`config.mk`:
```
export PLATFORM = sky130hd
export DESIGN_NAME = if_stage
export DESIGN_NICKNAME = d
export VERILOG_FILES = /design/src/rtl/mips_pkg.sv /design/src/rtl/if_id_reg.sv /design/src/rtl/if_stage.sv
export SDC_FILE = /design/constraint.sdc
export NUM_CORES = 1
export LEC_CHECK = 0
export BUFFER_PORTS_ARGS = -buffer_cell sky130_fd_sc_hd__buf_2
export CAP_MARGIN = 10
export CORE_ASPECT_RATIO = 0.9
export CORE_UTILIZATION = 40
export CTS_CLUSTER_DIAMETER = 30
export DETAILED_ROUTE_END_ITERATION = 16
export MAX_ROUTING_LAYER = met4
export PLACE_DENSITY = 0.67
export SLEW_MARGIN = 25
export SYNTH_ARGS = -nofsm -noshare
export SYNTH_HDL_FRONTEND = slang
export SYNTH_SLANG_ARGS = --single-unit
```
`constraint.sdc`:
```
create_clock -name clk -period 2.8 [get_ports clk]
set_clock_uncertainty 0.2 [all_clocks]
set_input_delay 0.56 -clock clk [delete_from_list [all_inputs] [get_ports clk]]
set_output_delay 0.56 -clock clk [all_outputs]
set_load 0.02 [all_outputs]
```
`src/rtl/mips_pkg.sv`:
```
`default_nettype none
// +--------------------------------------------------------------+
// | mips_pkg: shared fetch-stage types and constants              |
// | rev 1.0                                                       |
// +--------------------------------------------------------------+
package mips_pkg;

    typedef enum logic [1:0] {
        IDLE  = 2'd0,
        FETCH = 2'd1,
        DRAIN = 2'd2
    } fetch_state_t;

    localparam logic [31:0] NOP_INSTR        = 32'h0000_0000;
    localparam logic [31:0] RESET_PC_DEFAULT = 32'h0000_0000;

endpackage : mips_pkg
`default_nettype wire

```
`src/rtl/if_id_reg.sv`:
```
`default_nettype none
// +--------------------------------------------------------------+
// | if_id_reg: IF/ID pipeline register, flush > hold > load > bubble |
// | rev 1.0                                                       |
// +--------------------------------------------------------------+
module if_id_reg
    import mips_pkg::*;
#(
    parameter int ADDR_W = 32,
    parameter int DATA_W = 32
) (
    input  logic              clk,
    input  logic              rst_n,
    input  logic              flush,
    input  logic              write_en,
    input  logic              load,
    input  logic [DATA_W-1:0] instr_in,
    input  logic [ADDR_W-1:0] pcplus4_in,
    output logic [DATA_W-1:0] instr,
    output logic [ADDR_W-1:0] pcplus4,
    output logic              valid
);

    always_ff @(posedge clk or negedge rst_n) begin
        if (!rst_n) begin
            instr   <= DATA_W'(NOP_INSTR);
            pcplus4 <= '0;
            valid   <= 1'b0;
        end else if (flush) begin
            instr   <= DATA_W'(NOP_INSTR);
            pcplus4 <= '0;
            valid   <= 1'b0;
        end else if (!write_en) begin
            instr   <= instr;
            pcplus4 <= pcplus4;
            valid   <= valid;
        end else if (load) begin
            instr   <= instr_in;
            pcplus4 <= pcplus4_in;
            valid   <= 1'b1;
        end else begin
            instr   <= DATA_W'(NOP_INSTR);
            pcplus4 <= '0;
            valid   <= 1'b0;
        end
    end

endmodule : if_id_reg
`default_nettype wire

```
`src/rtl/if_stage.sv`:
```
`default_nettype none
// +--------------------------------------------------------------+
// | if_stage: MIPS instruction fetch, PC + fetch FSM + IF/ID      |
// | rev 1.0                                                       |
// +--------------------------------------------------------------+
module if_stage
    import mips_pkg::*;
#(
    parameter logic [31:0] RESET_PC = RESET_PC_DEFAULT,
    parameter int          ADDR_W   = 32,
    parameter int          DATA_W   = 32
) (
    input  logic              clk,
    input  logic              rst_n,
    input  logic              PCWrite,
    input  logic              IF_ID_Write,
    input  logic              IF_Flush,
    input  logic [ADDR_W-1:0] branch_target,
    output logic              imem_req,
    output logic [ADDR_W-1:0] imem_addr,
    input  logic [DATA_W-1:0] imem_rdata,
    input  logic              imem_ready,
    output logic [DATA_W-1:0] IF_ID_Instr,
    output logic [ADDR_W-1:0] IF_ID_PCPlus4,
    output logic              IF_ID_Valid,
    output logic              fetch_stall
);

    fetch_state_t      state, state_next;
    logic [ADDR_W-1:0] pc, pc_next;
    logic [ADDR_W-1:0] saved_target, saved_next;
    logic [ADDR_W-1:0] target;
    logic [ADDR_W-1:0] pc_plus4;
    logic              fetch_done;

    assign target     = branch_target & ~ADDR_W'(3);
    assign pc_plus4   = pc + ADDR_W'(4);
    assign fetch_done = (state == FETCH) && imem_ready;

    always_ff @(posedge clk or negedge rst_n) begin
        if (!rst_n) begin
            state        <= IDLE;
            pc           <= ADDR_W'(RESET_PC);
            saved_target <= '0;
        end else begin
            state        <= state_next;
            pc           <= pc_next;
            saved_target <= saved_next;
        end
    end

    always_comb begin
        state_next  = state;
        pc_next     = pc;
        saved_next  = saved_target;
        imem_req    = 1'b0;
        fetch_stall = 1'b0;
        case (state)
            IDLE: begin
                state_next = FETCH;
                if (IF_Flush) pc_next = target;
            end
            FETCH: begin
                imem_req    = 1'b1;
                fetch_stall = !imem_ready;
                if (IF_Flush) begin
                    if (imem_ready) begin
                        pc_next = target;
                    end else begin
                        saved_next = target;
                        state_next = DRAIN;
                    end
                end else if (PCWrite && imem_ready) begin
                    pc_next = pc_plus4;
                end
            end
            DRAIN: begin
                imem_req    = 1'b1;
                fetch_stall = 1'b1;
                if (IF_Flush) saved_next = target;
                // A flush arriving with the drained response still wins: newest target.
                if (imem_ready) begin
                    pc_next    = IF_Flush ? target : saved_target;
                    state_next = FETCH;
                end
            end
            default: state_next = IDLE;
        endcase
    end

    assign imem_addr = pc;

    if_id_reg #(
        .ADDR_W (ADDR_W),
        .DATA_W (DATA_W)
    ) u_if_id_reg (
        .clk        (clk),
        .rst_n      (rst_n),
        .flush      (IF_Flush),
        .write_en   (IF_ID_Write),
        .load       (fetch_done),
        .instr_in   (imem_rdata),
        .pcplus4_in (pc_plus4),
        .instr      (IF_ID_Instr),
        .pcplus4    (IF_ID_PCPlus4),
        .valid      (IF_ID_Valid)
    );

endmodule : if_stage
`default_nettype wire

```
==> results.yml, run 1 <==
layout:
  drive_gt1_frac: 0.336
  nNetsFinal: 880
  area_growth_pct: 27.5
  final_core_util: 0.532
  mostFrequentLayoutCells: "buf_2, dfrtp_1, nand2_1, o21ai_0, a22o_1"
  final_common_cell: "buf_2"
  nFillCells: 1370
routing:
  post_drt_wl_per_cell_um: 19.3
  vias: 5798
  routed.top_layer: "met4"
  drt_iter0_drc: 441
  wl_met3_um: 1380
  route.detailed.drc: 0
  wl_um: 19600
  viasPerCell: 5.70
  met1_length_um: 8530
  wl_met2_um: 9270
  ant_nets: 0
  drt_pass1_iterations: 5
worst_hold_path:
  hold_depth: 2
  hp-start: "imem_rdata[24]"
  worstHoldPathType: "in2reg"
  hold_end: "u_if_id_reg.instr[24]"
worst_setup_path:
  max_stage_delay_ps: 420
  cp-end-kind: "output pin"
  crit_start: "state[0]"
  rr_startpoint: "state[0]"
  critPathSlowestCell: "dfrtp_1"
  path_cells: "inv_1 -> ha_1 -> buf_6 -> o21a_1 -> buf_2"
  setup.worst_path.class: "reg2out"
  cp_max_fo: 19
  worstPathRequired_ps: 2040
  reg2reg_depth: 8
  arrival_ps: 1920
  r2r_slack_ps: 160
  startpoint_type: "flip-flop"
  rr_endpoint: "imem_addr[8]"
global_route:
  grt_overflow_total: 0
  grt_pass1_vias: 5772
  grt_pass1_wl_um: 30200
  grt_use_total: 0.246
  grt_max_degree: 68
  grt_antenna_before_repair: 1
timing:
  hold_viol: 0
  drv_slew: 0
  relSlewSlack: 0.581
  fin_crit_sh: 0.958
  finalCriticalPeriod_ps: 2680
  setup_violations: 0
  clock.fmax_ghz: 0.373
  setup_tns_ps: 0
  timing_worst_slew_pin_value_ps: 629
  rsz0062_at_grt: "no"
yosys:
  synthFlopType: "dfrtp_1"
  syn-num-nets: 710
  ys_types: 58
  ys_seq_area_frac: 0.502
  syn_inst: 633
  synth_edf_count: 0
  synth_area_mm2: 0.00653
  ys_async_sr_fraction: 1.00
  avgSynthCellArea_um2: 10.3
  yosysWarningCount: 0
  synth-seq-cells: 131
clock_network:
  clockBufferDepth: 2
  cts_inserted_buffers: 17
  path_clk_slew_ps: 60
  cts-root-buf: "clkbuf_16"
  cts_tree: "done"
  h-tree-depth: 4
  post_cts_buffers: 0
  clk_latency_ps: 430
  cts.sinks: 131
power:
  p_per_area_mw_per_mm2: 1100
  p_leak_nw: 3.94
  max-vdd-ir-drop_uv: 552
floorplanning:
  core_mm2: 0.0157
  die_x_um: 137
  ioPinCount: 169
  num_rows: 43
  initial_utilization: 0.417
  die_height_um: 123
  die_area_mm2: 0.0168
outcome:
  status: "completed"
flow_run:
  cap_viol_max_count: 0
placed_design:
  numPortBuffers: 166
  gp_congestion: 0.870
  dp_hpwl_um: 13800
[state kept, by name (all words and copies together), names as in the netlist]
signal,count
saved_target,32
u_if_id_reg.valid,1
u_if_id_reg.instr,32
imem_addr,32
state,2
u_if_id_reg.pcplus4,32
[where the power goes]
group	internal (W)	switching, W
clock network	0.00142	0.000858
logic	0.00152	0.00235
registers	0.00242	0.000572
[metal layers]
layer | track usage | vias to the layer above
met1 | 0.314 | 2876
met3 | 0.0668 | 31
li1 | - | 2654
met2 | 0.368 | 237
met4 | 0.108 | 0
met5 | - | -
[worst max-delay path by stage]
stage / end / slack [ps]
floorplan: fetch_stall / 90
global placement: imem_addr[8] / 300
detailed placement: imem_addr[8] / 220
CTS: fetch_stall / 80
global route: imem_addr[8] / 30
finish: fetch_stall / 120
[timing repair]
item	in CTS	in global routing
gates resized for setup	0	1
hold buffers	1	0
hold endpoints to repair	63	0
endpoints found under the setup margin	0	1
[Yosys cell counts, types with 4 or more instances]
master / number / area (µm²)
dfrtp_1: 131 / 3280
nand2_1: 71 / 267
o21ai_0: 46 / 230
a22o_1: 40 / 350
clkbuf_1: 33 / 124
nor2_1: 31 / 116
mux2_2: 30 / 338
o21ai_1: 28 / 140
nor3_1: 18 / 90.1
nand3_1: 16 / 80.1
xnor2_1: 16 / 140
a21oi_1: 15 / 75.1
a221oi_1: 10 / 87.6
buf_2: 9 / 45.0
nand4_1: 9 / 56.3
nor4_1: 9 / 56.3
xor2_1: 9 / 78.8
nor2b_1: 8 / 50.1
ha_1: 7 / 87.6
inv_1: 7 / 26.3
mux2i_1: 6 / 60.1
a32oi_1: 5 / 43.8
and3_1: 5 / 31.3
o211ai_1: 5 / 37.5
a22oi_1: 4 / 30.0
and4_1: 4 / 35.0
buf_1: 4 / 15.0
nor4_4: 4 / 85.1
o2bb2ai_1: 4 / 35.0
[metrics by stage]
| stage | worst slack, ps | cell area, µm² | total power (W) | std cells | hold WS, ps |
|---|---|---|---|---|---|
| final | 117 | 8330 | 0.00914 | 1018 | 148 |
| after detailed placement | 219 | 7710 | 0.00679 | 985 | 260 |
| after global routing | 30.5 | 8330 | 0.00962 | 1018 | 135 |
| after global placement | 297 | 7710 | 0.00664 | 985 | 255 |
| after floorplan | 93.2 | 6530 | 0.00545 | 633 | 64.4 |
| after CTS | 78.9 | 8320 | 0.00910 | 1017 | 137 |
[kinds of logic after synthesis]
| kind of cell | count (synthesis) | synth area share |
|---|---|---|
| multiplexers | 36 | 0.0609 |
| AND/OR/NAND/NOR | 203 | 0.174 |
| AO/OA/AOI/OAI | 177 | 0.183 |
| flip-flops | 131 | 0.502 |
| buffers and inverters | 54 | 0.0333 |
| XOR/XNOR | 25 | 0.0335 |
| adder cells (fa/ha/maj) | 7 | 0.0134 |
[critical path, delay by kind of cell (launching register included)]
family | cells | cell delay (ps)
buffers and inverters | 3 | 490
flip-flops | 1 | 420
adder cells (fa/ha/maj) | 1 | 410
AO/OA/AOI/OAI | 1 | 170
[cell type report]
type	count	area (µm²)	area share
clock buffers	18	439	0.0528
multi-input cells	448	3050	0.366
clock inverters	13	159	0.0191
repair buffers	198	1120	0.135
diodes	1	2.50	0.000301
well taps	202	253	0.0304
flip-flops and latches	131	3280	0.394
inverters	7	26.3	0.00316
(Power assumes the default switching activity.)
==> inputs of run 2 (changes only) <==
--- a/config.mk
+++ b/config.mk
@@ -9,6 +9,7 @@
 export CAP_MARGIN = 10
 export CORE_ASPECT_RATIO = 0.9
 export CORE_UTILIZATION = 40
+export CTS_BUF_LIST = sky130_fd_sc_hd__clkbuf_2
 export CTS_CLUSTER_DIAMETER = 30
 export DETAILED_ROUTE_END_ITERATION = 16
 export MAX_ROUTING_LAYER = met4
==> results.yml, run 2 (same netlist as run 1, synthesis figures left out) <==
layout:
  nNetsFinal: 950
  mostFrequentLayoutCells: "buf_2, dfrtp_1, nand2_1, dlygate4sd3_1, o21ai_0"
  final_common_cell: "buf_2"
  nFillCells: 1334
  drive_gt1_frac: 0.323
  final_core_util: 0.556
  area_growth_pct: 33.4
floorplanning:
  initial_utilization: 0.417
  core_mm2: 0.0157
  num_rows: 43
  die_height_um: 123
  die_area_mm2: 0.0168
  ioPinCount: 169
  die_x_um: 137
routing:
  wl_um: 20300
  viasPerCell: 5.70
  vias: 6197
  drt_pass1_iterations: 6
  drt_iter0_drc: 385
  route.detailed.drc: 0
  post_drt_wl_per_cell_um: 18.7
  ant_nets: 0
global_route:
  grt_antenna_before_repair: 1
  grt_overflow_total: 0
  grt_max_degree: 68
  grt_pass1_vias: 6043
  grt_use_total: 0.252
  grt_pass1_wl_um: 31100
worst_setup_path:
  worstPathRequired_ps: 2040
  setup.worst_path.class: "reg2out"
  cp-end-kind: "output pin"
  startpoint_type: "flip-flop"
  cp_max_fo: 8
  arrival_ps: 1890
clock_network:
  cts.sinks: 131
  cts_tree: "done"
  clk_latency_ps: 720
  path_clk_slew_ps: 190
  cts_inserted_buffers: 17
  h-tree-depth: 4
  clockBufferDepth: 2
  cts-root-buf: "clkbuf_2"
placed_design:
  numPortBuffers: 166
  gp_congestion: 0.870
  dp_hpwl_um: 13800
timing:
  drv_slew: 0
  hold_viol: 0
  setup_violations: 0
  finalCriticalPeriod_ps: 2650
  rsz0062_at_grt: "no"
  timing_worst_slew_pin_value_ps: 642
  setup_tns_ps: 0
  relSlewSlack: 0.572
  fin_crit_sh: 0.948
  clock.fmax_ghz: 0.377
flow_run:
  cap_viol_max_count: 0
worst_hold_path:
  worstHoldPathType: "in2reg"
power:
  max-vdd-ir-drop_uv: 420
  power_w: 0.00835
  p_leak_nw: 4.10
  p_per_area_mw_per_mm2: 958
outcome:
  status: "completed"
run 2: cell count changes in the layout (fill, tap and decap cells not counted), moves of 2 or more:
cell | before | now
inv_2 | 0 | 2
dlygate4sd3_1 | 1 | 64
buf_4 | 27 | 33
clkbuf_16 | 17 | 0
inv_1 | 7 | 5
ha_4 | 0 | 2
ha_1 | 7 | 4
clkbuf_2 | 0 | 17
run 2: routing by layer:
layer | routed length (µm) | global-route usage
met5 | 0 | -
met4 | 463 | 0.107
met3 | 1540 | 0.0656
met2 | 9910 | 0.389
met1 | 8410 | 0.314
run 2: layout make-up:
| cell class | instances | area [µm²] | area share |
|---|---|---|---|
| Sequential cell | 131 | 3280 | 0.376 |
| Multi-Input combinational cell | 448 | 3080 | 0.354 |
| Timing Repair Buffer | 268 | 1820 | 0.209 |
| Tap cell | 202 | 253 | 0.0290 |
| Clock inverter | 14 | 163 | 0.0187 |
| Clock buffer | 17 | 85.1 | 0.00977 |
| Inverter | 7 | 26.3 | 0.00302 |
| Antenna cell | 1 | 2.50 | 0.000287 |
run 2: report_power, final:
group	total (W)	internal (W)	leakage [nW]	switching, W
Combinational	0.00416	0.00174	2.26	0.00241
Sequential	0.00298	0.00241	1.70	0.000564
Clock	0.00122	0.000489	0.144	0.000727
Total	0.00835	0.00464	4.10	0.00371
run 2: path summary, 6_finish.rpt:
path,from,to,slack [ps],depth (start not counted)
max reg2reg,state[1],imem_addr[8],240,8
min,IF_Flush,u_if_id_reg.pcplus4[22],130,4
max in group asynchronous,rst_n,u_if_id_reg.instr[19],1510,3
min reg2reg,u_if_id_reg.valid,u_if_id_reg.valid,300,2
max,state[1],fetch_stall,150,5
min in group asynchronous,rst_n,u_if_id_reg.pcplus4[0],170,2
run 2: metrics by stage:
step | hold WS (ps) | cells | setup WS, ps | area, µm²
after floorplan | 64.4 | 633 | 93.2 | 6530
after global placement | 255 | 985 | 297 | 7710
final | 132 | 1088 | 147 | 8710
after CTS | 70.6 | 1085 | 0.146 | 8690
after global routing | 68.2 | 1088 | 35.4 | 8710
after detailed placement | 260 | 985 | 219 | 7710
run 2: repair_timing:
item                                    4_1_cts  5_1_grt
pin swaps                                     2        1
buffers inserted                              5        3
hold buffers                                 64        0
endpoints found under the setup margin        2        1
resized for setup                            11        3
endpoints found under the hold margin       159        0
run 2: worst max-delay path, cell delays in order, from the launching register on:
cell	delay [ps]
dfrtp_1	440
inv_2	140
ha_4	240
buf_12	130
o21a_1	110
buf_6	130
==> inputs of run 3 (changes only) <==
--- a/config.mk
+++ b/config.mk
@@ -5,6 +5,7 @@
 export SDC_FILE = /design/constraint.sdc
 export NUM_CORES = 1
 export LEC_CHECK = 0
+export ABC_AREA = 1
 export BUFFER_PORTS_ARGS = -buffer_cell sky130_fd_sc_hd__buf_2
 export CAP_MARGIN = 10
 export CORE_ASPECT_RATIO = 0.9
@@ -13,7 +14,7 @@
 export CTS_CLUSTER_DIAMETER = 30
 export DETAILED_ROUTE_END_ITERATION = 16
 export MAX_ROUTING_LAYER = met4
-export PLACE_DENSITY = 0.67
+export PLACE_DENSITY = 0.66
 export SLEW_MARGIN = 25
 export SYNTH_ARGS = -nofsm -noshare
 export SYNTH_HDL_FRONTEND = slang
==> results.yml, run 3 <==
routing:
  post_drt_wl_per_cell_um: 16.0
  vias: 7009
  wl_um: 22000
  route.detailed.drc: 0
  viasPerCell: 5.09
  drt_pass1_iterations: 5
  drt_iter0_drc: 594
  ant_nets: 0
placed_design:
  placed_area_mm2: 0.00812
  dp.cells: 1274
  dp_hpwl_um: 15400
  numPortBuffers: 166
  gp_congestion: 0.945
floorplanning:
  initial_utilization: 0.415
  die_x_um: 142
  die_height_um: 128
  ioPinCount: 169
  core_mm2: 0.0171
  die_area_mm2: 0.0182
  num_rows: 45
yosys:
  ys_types: 41
  synth_area_mm2: 0.00708
  synth-simple-area-share: 0.271
  syn_inst: 905
  synthXorXnorAreaFrac: 0.00866
  yosysTopAreaCell: "dfrtp_1"
  synth_edf_count: 0
  synth_compound_area_frac: 0.172
  syn-num-nets: 982
  yosys-top-cells-area: "dfrtp_1, nand2_1, a32o_1, nor2_1, nand3_1"
  synth_mux_area_frac: 0
  yosysMostFrequentCell: "nand2_1"
  synth-seq-cells: 131
  synthFlopType: "dfrtp_1"
  yosysTopAreaCellShare: 0.463
  synth_top_family_by_area: "simple AND/OR/NAND/NOR gates"
  ys_seq_area_frac: 0.463
  ys_async_sr_fraction: 1.00
  synth_common_cells: "nand2_1, dfrtp_1, nor2_1"
  avgSynthCellArea_um2: 7.82
  yosysWarningCount: 0
  synth_fa_ha_area_frac: 0.0124
clock_network:
  cts.sinks: 131
  clk_latency_ps: 750
  h-tree-depth: 4
  cts_tree: "done"
  cts-root-buf: "clkbuf_2"
  path_clk_slew_ps: 230
  cts_inserted_buffers: 17
  clockBufferDepth: 2
worst_setup_path:
  arrival_ps: 1890
  reg2reg_depth: 11
  cp_max_fo: 21
  worstPathRequired_ps: 2040
  setup.worst_path.class: "reg2out"
  startpoint_type: "flip-flop"
  cp-end-kind: "output pin"
timing:
  relSlewSlack: 0.644
  setup_violations: 0
  timing.hold.ws_ps: 58.0
  clock.fmax_ghz: 0.377
  timing_worst_slew_pin_value_ps: 533
  hold_viol: 0
  drv_slew: 0
  fin_crit_sh: 0.948
  finalCriticalPeriod_ps: 2650
global_route:
  grt_antenna_before_repair: 1
  grt_pass1_vias: 6290
  grt_pass1_wl_um: 34400
  grt_max_degree: 66
  grt_use_total: 0.254
  grt_overflow_total: 0
worst_hold_path:
  worstHoldPathType: "in2async"
power:
  p_per_area_mw_per_mm2: 979
  max-vdd-ir-drop_uv: 424
  p_leak_nw: 4.58
layout:
  fin_cells: 1377
  drive_gt1_frac: 0.232
  design_area_mm2: 0.00912
  final_common_cell: "nand2_1"
  nNetsFinal: 1204
  area_growth_pct: 28.9
  mostFrequentLayoutCells: "nand2_1, buf_2, dfrtp_1, nor2_1, dlygate4sd3_1"
flow_run:
  cap_viol_max_count: 0
outcome:
  status: "completed"
==> run 3: critical path, cell delays in order (launching register included) <==
cell and delay, ps:
dfrtp_2 430, inv_2 80, ha_4 290, buf_8 180, buf_4 170
==> run 3: final timing paths <==
kind / start / end / slack (ps)
setup / recovery: state[1] / imem_req / 150
hold / removal: rst_n / imem_addr[17] / 60
setup reg to reg: imem_addr[3] / imem_addr[10] / 540
hold reg to reg: saved_target[2] / saved_target[2] / 310
max in group asynchronous: rst_n / u_if_id_reg.pcplus4[30] / 1500
min in group clk: IF_Flush / imem_addr[7] / 130
==> run 3: area by class of cell <==
type	instances	area [µm²]
diodes	2	5.00
clock buffers	17	85.1
clock inverters	15	169
fillers	1651	7940
inverters	72	282
multi-input cells	653	3330
flip-flops and latches	131	3280
well taps	235	294
repair buffers	252	1680
==> run 3: cells by family (layout without fill, tap and decap cells) <==
group | Yosys count | in the layout
compound gates | 187 | 187
xor+xnor | 7 | 7
simple gates | 452 | 452
buf+inv | 121 | 356
fa+ha+maj | 7 | 7
other cells | 0 | 2
flops | 131 | 131
==> run 3: stage by stage <==
step                total power (W)   util  setup TNS (ps)  setup WS (ps)
finish                      0.00893  0.535               0            146
global route                0.00968  0.535           -11.2          -11.2
global placement            0.00736  0.476               0            458
detailed placement          0.00742  0.476               0            402
CTS                         0.00886  0.532               0           7.76
floorplan                   0.00608      -               0            138
==> run 3: power by group <==
group | internal, W | switching, W
combinational | 0.00161 | 0.00317
sequential | 0.00242 | 0.000501
clock | 0.000433 | 0.000798
==> run 3: what timing repair did <==
action	4_1_cts	5_1_grt
endpoints found under the hold margin	213	0
endpoints found under the setup margin	2	2
hold buffers	63	0
resized for setup	12	5
buffers inserted	3	3
==> run 3: layer usage <==
metal  global-route usage  vias up  wire, µm
met4               0.0772        0       414
met1                0.350     3273     10400
li1                     -     3483         -
met2                0.370      230      9710
met3               0.0586       23      1480
met5                    -        -         0
